### config.mk
export PLATFORM = sky130hd
export DESIGN_NAME = multi_cycle_ctrl
export DESIGN_NICKNAME = d
export VERILOG_FILES = /design/src/rtl/multi_cycle_ctrl.sv
export SDC_FILE = /design/constraint.sdc
export NUM_CORES = 1
export LEC_CHECK = 0
export ABC_AREA = 0
export BUFFER_PORTS_ARGS = -buffer_cell sky130_fd_sc_hd__buf_2
export CORE_ASPECT_RATIO = 0.9
export CORE_MARGIN = 10
export CORE_UTILIZATION = 31
export CTS_BUF_LIST = sky130_fd_sc_hd__clkbuf_16
export CTS_CLUSTER_SIZE = 40
export DETAILED_ROUTE_END_ITERATION = 10
export PLACE_DENSITY = 0.85
export SYNTH_ARGS = -nofsm -noshare
export SYNTH_HDL_FRONTEND = slang
export SYNTH_SLANG_ARGS = --single-unit
### constraint.sdc
create_clock -name clk -period 1.3 [get_ports clk]
set_input_delay 0.065 -clock clk [delete_from_list [all_inputs] [get_ports clk]]
set_output_delay 0.065 -clock clk [all_outputs]
set_load 0.005 [all_outputs]
### src/rtl/multi_cycle_ctrl.sv
// Multi-cycle MIPS-subset controller: FETCH/DECODE/EXEC/MEM/WB sequencer with combinational strobes.
// Optional retired-instruction counter enabled by defining CTRL_INSTR_CNT_EN.
module multi_cycle_ctrl (
  input  logic        clk,
  input  logic        rst,
  input  logic [31:0] inst,
  input  logic        zero,
  input  logic        mem_ack,
  output logic        mem_req,
  output logic        mem_sel,
  output logic        IRWrite,
  output logic        PCWrite,
  output logic [1:0]  NPCOp,
  output logic [2:0]  ALUOp,
  output logic        ALUSrc,
  output logic        RegDst,
  output logic        MemtoReg,
  output logic        MemWrite,
  output logic        RegWrite,
  output logic        illegal,
  output logic [31:0] instr_cnt
);

  typedef enum logic [2:0] {
    S_FETCH  = 3'd0,
    S_DECODE = 3'd1,
    S_EXEC   = 3'd2,
    S_MEM    = 3'd3,
    S_WB     = 3'd4
  } state_t;

  localparam logic [5:0] OP_RTYPE = 6'h00;
  localparam logic [5:0] OP_ORI   = 6'h0D;
  localparam logic [5:0] OP_LUI   = 6'h0F;
  localparam logic [5:0] OP_LW    = 6'h23;
  localparam logic [5:0] OP_SW    = 6'h2B;
  localparam logic [5:0] OP_BEQ   = 6'h04;
  localparam logic [5:0] OP_J     = 6'h02;

  localparam logic [5:0] FN_ADDU  = 6'h21;
  localparam logic [5:0] FN_SUBU  = 6'h23;
  localparam logic [5:0] FN_AND   = 6'h24;
  localparam logic [5:0] FN_OR    = 6'h25;
  localparam logic [5:0] FN_SLT   = 6'h2A;

  localparam logic [2:0] ALU_ADD  = 3'b000;
  localparam logic [2:0] ALU_SUB  = 3'b001;
  localparam logic [2:0] ALU_AND  = 3'b010;
  localparam logic [2:0] ALU_OR   = 3'b011;
  localparam logic [2:0] ALU_SLT  = 3'b100;
  localparam logic [2:0] ALU_LUI  = 3'b101;

  localparam logic [1:0] NPC_SEQ  = 2'b00;
  localparam logic [1:0] NPC_BEQ  = 2'b01;
  localparam logic [1:0] NPC_JMP  = 2'b10;

  state_t     state_q;
  logic [5:0] opcode;
  logic [5:0] funct;
  logic       is_r, is_ori, is_lui, is_lw, is_sw, is_beq, is_j, legal;
  logic [2:0] alu_op_dec;
  logic       alu_src_dec;
  logic       unused_inst_bits;

  assign opcode           = inst[31:26];
  assign funct            = inst[5:0];
  assign unused_inst_bits = ^inst[25:6];

  assign is_ori = (opcode == OP_ORI);
  assign is_lui = (opcode == OP_LUI);
  assign is_lw  = (opcode == OP_LW);
  assign is_sw  = (opcode == OP_SW);
  assign is_beq = (opcode == OP_BEQ);
  assign is_j   = (opcode == OP_J);
  assign legal  = is_r | is_ori | is_lui | is_lw | is_sw | is_beq | is_j;

  always_comb begin
    is_r        = 1'b0;
    alu_op_dec  = ALU_ADD;
    alu_src_dec = 1'b0;
    case (opcode)
      OP_RTYPE: begin
        case (funct)
          FN_ADDU: begin is_r = 1'b1; alu_op_dec = ALU_ADD; end
          FN_SUBU: begin is_r = 1'b1; alu_op_dec = ALU_SUB; end
          FN_AND:  begin is_r = 1'b1; alu_op_dec = ALU_AND; end
          FN_OR:   begin is_r = 1'b1; alu_op_dec = ALU_OR;  end
          FN_SLT:  begin is_r = 1'b1; alu_op_dec = ALU_SLT; end
          default: ;
        endcase
      end
      OP_ORI:       begin alu_op_dec = ALU_OR;  alu_src_dec = 1'b1; end
      OP_LUI:       begin alu_op_dec = ALU_LUI; alu_src_dec = 1'b1; end
      OP_LW, OP_SW: begin alu_op_dec = ALU_ADD; alu_src_dec = 1'b1; end
      OP_BEQ:       begin alu_op_dec = ALU_SUB; alu_src_dec = 1'b0; end
      default: ;
    endcase
  end

  always_ff @(posedge clk) begin
    if (rst) begin
      state_q <= S_FETCH;
    end else begin
      case (state_q)
        S_FETCH:  if (mem_ack) state_q <= S_DECODE;
        S_DECODE: state_q <= legal ? S_EXEC : S_FETCH;
        S_EXEC: begin
          if (is_lw || is_sw)       state_q <= S_MEM;
          else if (is_beq || is_j)  state_q <= S_FETCH;
          else                      state_q <= S_WB;
        end
        S_MEM:    if (mem_ack) state_q <= is_lw ? S_WB : S_FETCH;
        S_WB:     state_q <= S_FETCH;
        default:  state_q <= S_FETCH;
      endcase
    end
  end

  // Strobes depend on mem_ack/zero in the same cycle, so they stay combinational and are masked by rst.
  always_comb begin
    mem_req  = 1'b0;
    mem_sel  = 1'b0;
    IRWrite  = 1'b0;
    PCWrite  = 1'b0;
    NPCOp    = NPC_SEQ;
    ALUOp    = ALU_ADD;
    ALUSrc   = 1'b0;
    RegDst   = 1'b0;
    MemtoReg = 1'b0;
    MemWrite = 1'b0;
    RegWrite = 1'b0;
    illegal  = 1'b0;
    if (!rst) begin
      case (state_q)
        S_FETCH: begin
          mem_req = 1'b1;
          IRWrite = mem_ack;
        end
        S_DECODE: begin
          if (!legal) begin
            illegal = 1'b1;
            PCWrite = 1'b1;
          end
        end
        S_EXEC: begin
          ALUOp  = alu_op_dec;
          ALUSrc = alu_src_dec;
          if (is_beq) begin
            PCWrite = 1'b1;
            NPCOp   = zero ? NPC_BEQ : NPC_SEQ;
          end else if (is_j) begin
            PCWrite = 1'b1;
            NPCOp   = NPC_JMP;
          end
        end
        S_MEM: begin
          mem_req  = 1'b1;
          mem_sel  = 1'b1;
          ALUOp    = ALU_ADD;
          ALUSrc   = 1'b1;
          MemWrite = is_sw;
          PCWrite  = is_sw & mem_ack;
        end
        S_WB: begin
          RegWrite = 1'b1;
          PCWrite  = 1'b1;
          RegDst   = is_r;
          MemtoReg = is_lw;
          ALUOp    = alu_op_dec;
          ALUSrc   = alu_src_dec;
        end
        default: ;
      endcase
    end
  end

`ifdef CTRL_INSTR_CNT_EN
  logic [31:0] cnt_q;

  always_ff @(posedge clk) begin
    if (rst)                    cnt_q <= '0;
    else if (PCWrite && !illegal) cnt_q <= cnt_q + 32'd1;
  end

  assign instr_cnt = rst ? '0 : cnt_q;
`else
  assign instr_cnt = '0;
`endif

endmodule

==> flow_metrics.env, run 1 <==
export IMPL_status="finished with violations"
export IMPL_violations="setup timing"
export IMPL_hold_ws_ns=0.1894
export IMPL_tns_ns=-1.852
export IMPL_gp_congestion=0.8686
export IMPL_final_setup_viol_count=13
export IMPL_synthXorXnorAreaFrac_pct=3.393
export IMPL_antenna_found_initial=0
export IMPL_syn_cell_area_um2=774.5
export IMPL_yosysUniqueCellTypes=41
export IMPL_drive_gt1_share_pct=53.90
export IMPL_wl_met3_um=219
export IMPL_post_drt_wl_per_cell_um=14.65
export IMPL_grt_pass1_vias=828
export IMPL_critPathCaptureType="primary output"
export IMPL_top_register="state_q"
export IMPL_drv_slew=0
export IMPL_postRouteAntennaNets=0
export IMPL_reg2reg_from="state_q[0]"
export IMPL_met2WireLength_mm=1.363
export IMPL_fin_skew_ns=0.0009910
export IMPL_synth_top_family_by_area="simple AND/OR/NAND/NOR gates"
export IMPL_power_density_mw_per_mm2=659.3
export IMPL_synth_edff_count=0
export IMPL_ir_drop_uv=1019
export IMPL_synth_warnings=0
export IMPL_core_mm2=0.002425
export IMPL_netlist_instances=105
export IMPL_fillers=234
export IMPL_track_usage_pct=9.140
export IMPL_grt_max_degree=8
export IMPL_wl_met1_mm=1.050
export IMPL_path_max_fanout=4
export IMPL_num_antenna_cells=0
export IMPL_cts_buffer_depth=2
export IMPL_crit_start="state_q[1]"
export IMPL_p_leak_nw=0.5654
export IMPL_final_area_mm2=0.001185
export IMPL_port_buffers=30
export IMPL_die_w_um=72.69
export IMPL_drc=0
export IMPL_ys_ff_latch=3
export IMPL_drtPass1Iterations=4
export IMPL_hp_class="input pin to flop"
export IMPL_async_reset_ff_share_pct=0
export IMPL_routed_via_density=4.462
export IMPL_nNetsFinal=191
export IMPL_period_needed_ns=1.527
export IMPL_initialDrtViolationCount=53
export IMPL_dp_slack_ns=-0.1578
export IMPL_ios=83
export IMPL_largest_reg_flops=3
export IMPL_synthFlopType="dfxtp_1"
export IMPL_rows=17
export IMPL_fin_crit_sh_pct=117.4
export IMPL_clock_latency_ns=0.22
export IMPL_cts_inserted_buffers=3
export IMPL_cts_tree="built"
export IMPL_wirelength_mm=2.666
export IMPL_grt_pass1_wl_mm=3.677
export IMPL_synth_simple_area_share_pct=37.96
export IMPL_min_from="mem_ack"
export IMPL_path_clk_slew_ns=0.03
export IMPL_finalWorstSetupSlack_ns=-0.2268
export IMPL_finalHoldViolations=0
export IMPL_dr_max_layer_used="met4"
export IMPL_critPathRequiredTime_ns=1.24
export IMPL_clock_sinks=3
export IMPL_finalPower_w=0.0007812
export IMPL_synth_compound_area_share_pct=13.57
export IMPL_largestRegisters="state_q (3)"
export IMPL_fmax_mhz=655.0
export IMPL_die_y_um=67.42
export IMPL_htree_levels=1
export IMPL_yosysSeqAreaShare_pct=7.754
export IMPL_grt_overflow=0
export IMPL_initial_core_util_pct=31.94
export IMPL_place_area_um2=915.9
export IMPL_avgSynthCellArea_um2=7.376
export IMPL_maxCapViolCount=0
export IMPL_vias=812
export IMPL_die_area_mm2=0.004900
export IMPL_synthMuxAreaShare_pct=1.454
export IMPL_ctsHoldBuffers=0
export IMPL_worstSetupPathType="flop to primary output"
export IMPL_synthAdderAreaFrac_pct=0
export IMPL_start_kind="flop"
export IMPL_area_growth_pct=52.99
export IMPL_dpl_hpwl_mm=1.949
export IMPL_cts_root_buf="clkbuf_16"
export IMPL_worst_ep_arrival_time_ns=1.46
export IMPL_rsz0062_at_grt="yes"
critical path, cell delays in order (launching register included):
cell      delay [ns]
dfxtp_2         0.35
or3b_4          0.43
nor2_4          0.12
and4bb_2        0.22
buf_2           0.11
stage by stage:
step                      cells  utilization (%)
final                       182            48.86
after global routing        182            48.86
after CTS                   178            44.48
after detailed placement    171            37.77
after global placement      171            37.77
after floorplan             136                -
where the power goes:
group	leakage, nW	switching [W]	total [W]	internal (W)
clock network	0.0423	0.0000857	0.000482	0.000397
registers	0.0260	0.00000262	0.0000963	0.0000937
logic	0.497	0.000110	0.000202	0.0000926
final timing paths:
kind	slack, ns	cells after the start	endpoint
setup / recovery	-0.23	4	NPCOp[1]
setup reg to reg	0.04	5	state_q[1]
hold reg to reg	0.74	3	state_q[0]
hold / removal	0.19	3	state_q[0]
cell usage in the layout, fill, tap and decap left out, types with 2 or more instances in the layout:
| cell | instances |
|---|---|
| nor2_1 | 4 |
| nor2_4 | 3 |
| buf_6 | 5 |
| nor3b_1 | 3 |
| nand2b_1 | 2 |
| a21oi_1 | 3 |
| dfxtp_2 | 2 |
| nor3_1 | 4 |
| buf_2 | 28 |
| clkbuf_16 | 3 |
| conb_1 | 32 |
| xnor2_1 | 3 |
| inv_1 | 2 |
| nand3b_1 | 2 |
| nor2_2 | 2 |
| nor4b_1 | 2 |
| buf_4 | 18 |
| and3_1 | 2 |
| and3_4 | 2 |
| nor4_4 | 4 |
what timing repair did:
item / in CTS / in global routing
buffers inserted: 3 / 4
hold endpoints to repair: 0 / 0
gates resized for setup: 16 / 17
pin swaps: 6 / 11
setup endpoints to repair: 13 / 13
logic make-up (layout without fill, tap and decap cells):
logic type | count (synthesis) | count (layout)
AND/OR/NAND/NOR | 44 | 44
buffers and inverters | 38 | 56
AO/OA/AOI/OAI | 15 | 15
XOR/XNOR | 3 | 3
flip-flops | 3 | 3
other | 1 | 32
multiplexers | 1 | 1
cell usage after synthesis, types with 3 or more instances:
| master | instances | area (µm²) |
|---|---|---|
| xnor2_1 | 3 | 26.28 |
| dfxtp_1 | 3 | 60.06 |
| a21oi_1 | 4 | 20.02 |
| nor3_1 | 4 | 20.02 |
| nor3b_1 | 3 | 22.52 |
| buf_4 | 32 | 240.2 |
| and3_1 | 4 | 25.02 |
| nor2_1 | 9 | 33.78 |
routing by layer:
layer  global-route usage [%]  vias up
met1                    11.08      367
met4                    2.844        0
met5                        0        -
li1                         -      404
met2                    14.50       39
met3                    3.660        2
cell type report:
| class | count | area [µm²] | share of cell area (%) |
|---|---|---|---|
| multi-input cells | 95 | 669.4 | 56.49 |
| repair buffers | 51 | 331.6 | 27.98 |
| clock buffers | 3 | 75.07 | 6.336 |
| flip-flops and latches | 3 | 66.31 | 5.597 |
| well taps | 28 | 35.03 | 2.957 |
| clock inverters | 1 | 3.754 | 0.3168 |
| inverters | 1 | 3.754 | 0.3168 |
(Power assumes the default switching activity.)
==> run 2: changes to the inputs <==
- SKIP_CTS_REPAIR_TIMING: default -> 1
==> flow_metrics.env, run 2 (synthesis results as in run 1) <==
export IMPL_initialDrtViolationCount=15
export IMPL_combPwrFrac_pct=24.7
export IMPL_clock_sinks=3
export IMPL_grt_pass1_wl_mm=3.312
export IMPL_die_w_um=72.69
export IMPL_critPathMaxStageDelay_ns=0.44
export IMPL_htree_levels=1
export IMPL_slowest_stage="or3b_4"
export IMPL_die_area_mm2=0.004900
export IMPL_num_antenna_cells=0
export IMPL_start_kind="flop"
export IMPL_clock_latency_ns=0.23
export IMPL_placed_cells=171
export IMPL_largest_reg_flops=3
export IMPL_cts_root_buf="clkbuf_16"
export IMPL_violations="setup timing"
export IMPL_area_growth_pct=48.46
export IMPL_path_max_fanout=4
export IMPL_final_setup_viol_count=10
export IMPL_power_density_mw_per_mm2=677.3
export IMPL_fillers=239
export IMPL_antenna_found_initial=0
export IMPL_largestRegisters="state_q (3)"
export IMPL_dpl_hpwl_mm=1.949
export IMPL_rows=17
export IMPL_drv_slew=0
export IMPL_grt_pass1_vias=770
export IMPL_final_cell_mix="32 x conb_1, 28 x buf_2, 14 x buf_4"
export IMPL_clkPwrFrac_pct=62.9
export IMPL_hold_ws_ns=0.1915
export IMPL_rsz0062_at_grt="yes"
export IMPL_cts_tree="built"
export IMPL_finalHoldViolations=0
export IMPL_fmax_mhz=648.0
export IMPL_post_drt_wl_per_cell_um=14.47
export IMPL_min_from="mem_ack"
export IMPL_top_register="state_q"
export IMPL_postRouteAntennaNets=0
export IMPL_crit_chain="or3b_4 > nor2_4 > and4bb_2 > buf_2"
export IMPL_final_area_mm2=0.001150
export IMPL_final_common_cell="conb_1"
export IMPL_ios=83
export IMPL_drive_gt1_share_pct=53.33
export IMPL_vias=791
export IMPL_fin_crit_sh_pct=118.7
export IMPL_reg2reg_from="state_q[1]"
export IMPL_status="finished with violations"
export IMPL_instances_no_fill=178
export IMPL_critPathRequiredTime_ns=1.24
export IMPL_period_needed_ns=1.543
export IMPL_p_sw_share_pct=25.87
export IMPL_finalPower_w=0.0007788
export IMPL_hp_class="input pin to flop"
export IMPL_die_y_um=67.42
export IMPL_fin_skew_ns=0.0003422
export IMPL_cts_inserted_buffers=3
export IMPL_worst_ep_arrival_time_ns=1.48
export IMPL_core_mm2=0.002425
export IMPL_grt_max_degree=8
export IMPL_finalWorstSetupSlack_ns=-0.2433
export IMPL_routed_via_density=4.444
export IMPL_wirelength_mm=2.575
export IMPL_crit_start="state_q[1]"
export IMPL_p_leak_nw=0.5439
export IMPL_path_clk_slew_ns=0.03
export IMPL_critPathCaptureType="primary output"
export IMPL_drtPass1Iterations=4
export IMPL_maxCapViolCount=0
export IMPL_pwr_share_seq_pct=12.4
export IMPL_port_buffers=30
export IMPL_ir_drop_uv=753.3
export IMPL_nNetsFinal=187
export IMPL_worstSetupPathType="flop to primary output"
export IMPL_gp_congestion=0.8686
export IMPL_tns_ns=-1.421
export IMPL_initial_core_util_pct=31.94
export IMPL_cts_buffer_depth=2
export IMPL_track_usage_pct=8.241
export IMPL_power_switching_w=0.0002015
export IMPL_drc=0
export IMPL_place_area_um2=915.9
export IMPL_grt_overflow=0
export IMPL_p_int_w=0.0005774
## run 2: cell count changes in the layout (fill, tap and decap cells not counted)
cell and change:
buf_4 -4, nor2_1 +1, nor2_4 -1, nor3_1 -1, nor3_2 +1, nor4_2 +1
nor4_4 -1, nor4b_1 -1, nor4b_2 +1
## run 2: critical path, delay by kind of cell (launching register included)
kind / cells / cell delay, ns
buf+inv: 1 / 0.11
flops: 1 / 0.35
simple gates: 3 / 0.79
## run 2: layout make-up
class / instances / area, µm² / share of cell area [%]
tap: 28 / 35.03 / 3.047
timing repair buffer: 47 / 301.5 / 26.22
inverter: 1 / 3.754 / 0.3264
multi-input combinational: 95 / 664.4 / 57.78
clock buffer: 3 / 75.07 / 6.529
clock inverter: 1 / 3.754 / 0.3264
sequential: 3 / 66.31 / 5.767
## run 2: power by group through the flow
stage | sequential [W] | clock, W | combinational [W]
finish | 0.0000969 | 0.000490 | 0.000192
global route | 0.0000972 | 0.000514 | 0.000213
CTS | 0.0000972 | 0.000492 | 0.000158
detailed placement | 0.0000983 | 0 | 0.000157
global placement | 0.0000982 | 0 | 0.000154
floorplan | 0.0000973 | 0 | 0.000158
## run 2: worst paths after layout
check,cells after the start,to,slack (ns)
worst min-delay path,3,state_q[0],0.19
worst max register to register,2,state_q[2],0.19
worst min register to register,4,state_q[1],0.73
worst max-delay path,4,NPCOp[1],-0.24
## run 2: through the flow
stage	utilization, %	worst slack, ns
after floorplan	-	0.01097
after global placement	37.77	-0.1410
after detailed placement	37.77	-0.1578
after CTS	41.02	-0.3315
after global routing	47.42	-0.3021
final	47.42	-0.2433
## run 2: routing by layer
layer  GRT usage, %  vias up  wire [µm]
li1               -      396          -
met1          10.42      356       1080
met2          12.12       37       1229
met3          3.660        2        229
met4          2.844        0         36
met5              0        -          0
==> run 3: changes to the inputs <==
- REMOVE_ABC_BUFFERS: default -> 1
==> flow_metrics.env, run 3 (synthesis results as in run 1) <==
export IMPL_die_area_mm2=0.004900
export IMPL_maxCapViolCount=0
export IMPL_start_kind="flop"
export IMPL_grt_pass1_wl_mm=3.049
export IMPL_ir_drop_uv=1091
export IMPL_clock_sinks=3
export IMPL_status="finished with violations"
export IMPL_postRouteAntennaNets=0
export IMPL_grt_pass1_vias=749
export IMPL_area_growth_pct=47.66
export IMPL_combPwrFrac_pct=24.0
export IMPL_clkPwrFrac_pct=63.1
export IMPL_p_int_w=0.0005736
export IMPL_drtPass1Iterations=4
export IMPL_largestRegisters="state_q (3)"
export IMPL_critPathRequiredTime_ns=1.24
export IMPL_period_needed_ns=1.556
export IMPL_ios=83
export IMPL_num_antenna_cells=0
export IMPL_power_switching_w=0.0001958
export IMPL_top_register="state_q"
export IMPL_gp_congestion=0.7819
export IMPL_initialDrtViolationCount=23
export IMPL_worst_ep_arrival_time_ns=1.49
export IMPL_dpl_hpwl_mm=2.029
export IMPL_wirelength_mm=2.489
export IMPL_largest_reg_flops=3
export IMPL_drc=0
export IMPL_cts_root_buf="clkbuf_16"
export IMPL_grt_overflow=0
export IMPL_critPathCaptureType="primary output"
export IMPL_finalPower_w=0.0007694
export IMPL_hold_ws_ns=0.2070
export IMPL_cts_buffer_depth=2
export IMPL_p_leak_nw=0.5543
export IMPL_fillers=240
export IMPL_violations="setup timing"
export IMPL_path_clk_slew_ns=0.03
export IMPL_drive_gt1_share_pct=50.65
export IMPL_nNetsFinal=191
export IMPL_finalHoldViolations=0
export IMPL_pwr_share_seq_pct=12.8
export IMPL_final_setup_viol_count=11
export IMPL_drv_slew=0
export IMPL_final_common_cell="conb_1"
export IMPL_final_cell_mix="32 x conb_1, 29 x buf_2, 20 x buf_4"
export IMPL_htree_levels=1
export IMPL_cts_inserted_buffers=3
export IMPL_path_max_fanout=3
export IMPL_die_w_um=72.69
export IMPL_port_buffers=30
export IMPL_grt_max_degree=8
export IMPL_fin_skew_ns=0.003271
export IMPL_die_y_um=67.42
export IMPL_cts_tree="built"
export IMPL_track_usage_pct=7.941
export IMPL_clock_latency_ns=0.23
export IMPL_vias=830
export IMPL_initial_core_util_pct=31.94
export IMPL_power_density_mw_per_mm2=672.8
export IMPL_rows=17
export IMPL_p_sw_share_pct=25.45
export IMPL_antenna_found_initial=0
export IMPL_hp_class="input pin to flop"
export IMPL_worstSetupPathType="flop to primary output"
export IMPL_routed_via_density=4.560
export IMPL_core_mm2=0.002425
export IMPL_rsz0062_at_grt="yes"
export IMPL_post_drt_wl_per_cell_um=13.68
export IMPL_fmax_mhz=642.6
export IMPL_finalWorstSetupSlack_ns=-0.2563
export IMPL_fin_crit_sh_pct=119.7
run 3: layout make-up:
cell class	count	area, µm²	area share, %
multi-input cells	95	641.9	56.13
repair buffers	51	317.8	27.79
clock buffers	3	75.07	6.565
flip-flops and latches	3	66.31	5.799
well taps	28	35.03	3.063
clock inverters	1	3.754	0.3282
inverters	1	3.754	0.3282
run 3: final timing paths:
check                   from  cells past startpoint  slack (ns)         end
setup reg to reg  state_q[1]                      3        0.15  state_q[2]
setup / recovery  state_q[1]                      5       -0.26     PCWrite
hold / removal       mem_ack                      3        0.21  state_q[0]
hold reg to reg   state_q[2]                      3        0.69  state_q[1]
run 3: critical path: stages (launching register included):
cell and delay (ns):
dfxtp_2 0.31, or3b_4 0.40, nor4_4 0.24, a211oi_2 0.07
o31ai_1 0.08, buf_2 0.16
run 3: stage by stage:
stage	setup WS (ns)	utilization [%]	area, µm²	instances	TNS [ns]
finish	-0.2563	47.16	1144	182	-1.835
global route	-0.3059	47.16	1144	182	-2.381
CTS	-0.4240	42.67	1035	181	-2.633
detailed placement	-0.1855	39.42	955.9	177	-0.9388
global placement	-0.1594	39.42	955.9	177	-0.8432
floorplan	-0.1023	-	620.6	99	-0.1519
run 3: routing by layer:
metal,GRT usage [%],vias up,share of wire [%]
met3,5.564,6,11
met4,3.555,0,2.0
met1,8.189,373,40
li1,-,407,-
met2,12.23,44,47
met5,0,-,0
run 3: power by group through the flow:
stage          Clock, W  Sequential [W]  Combinational, W
5_1_grt        0.000502       0.0000991          0.000203
3_5_place_dp          0       0.0000987          0.000166
4_1_cts        0.000495       0.0000975          0.000166
6_report       0.000486       0.0000986          0.000185
2_1_floorplan         0        0.000101         0.0000723
3_3_place_gp          0       0.0000988          0.000163
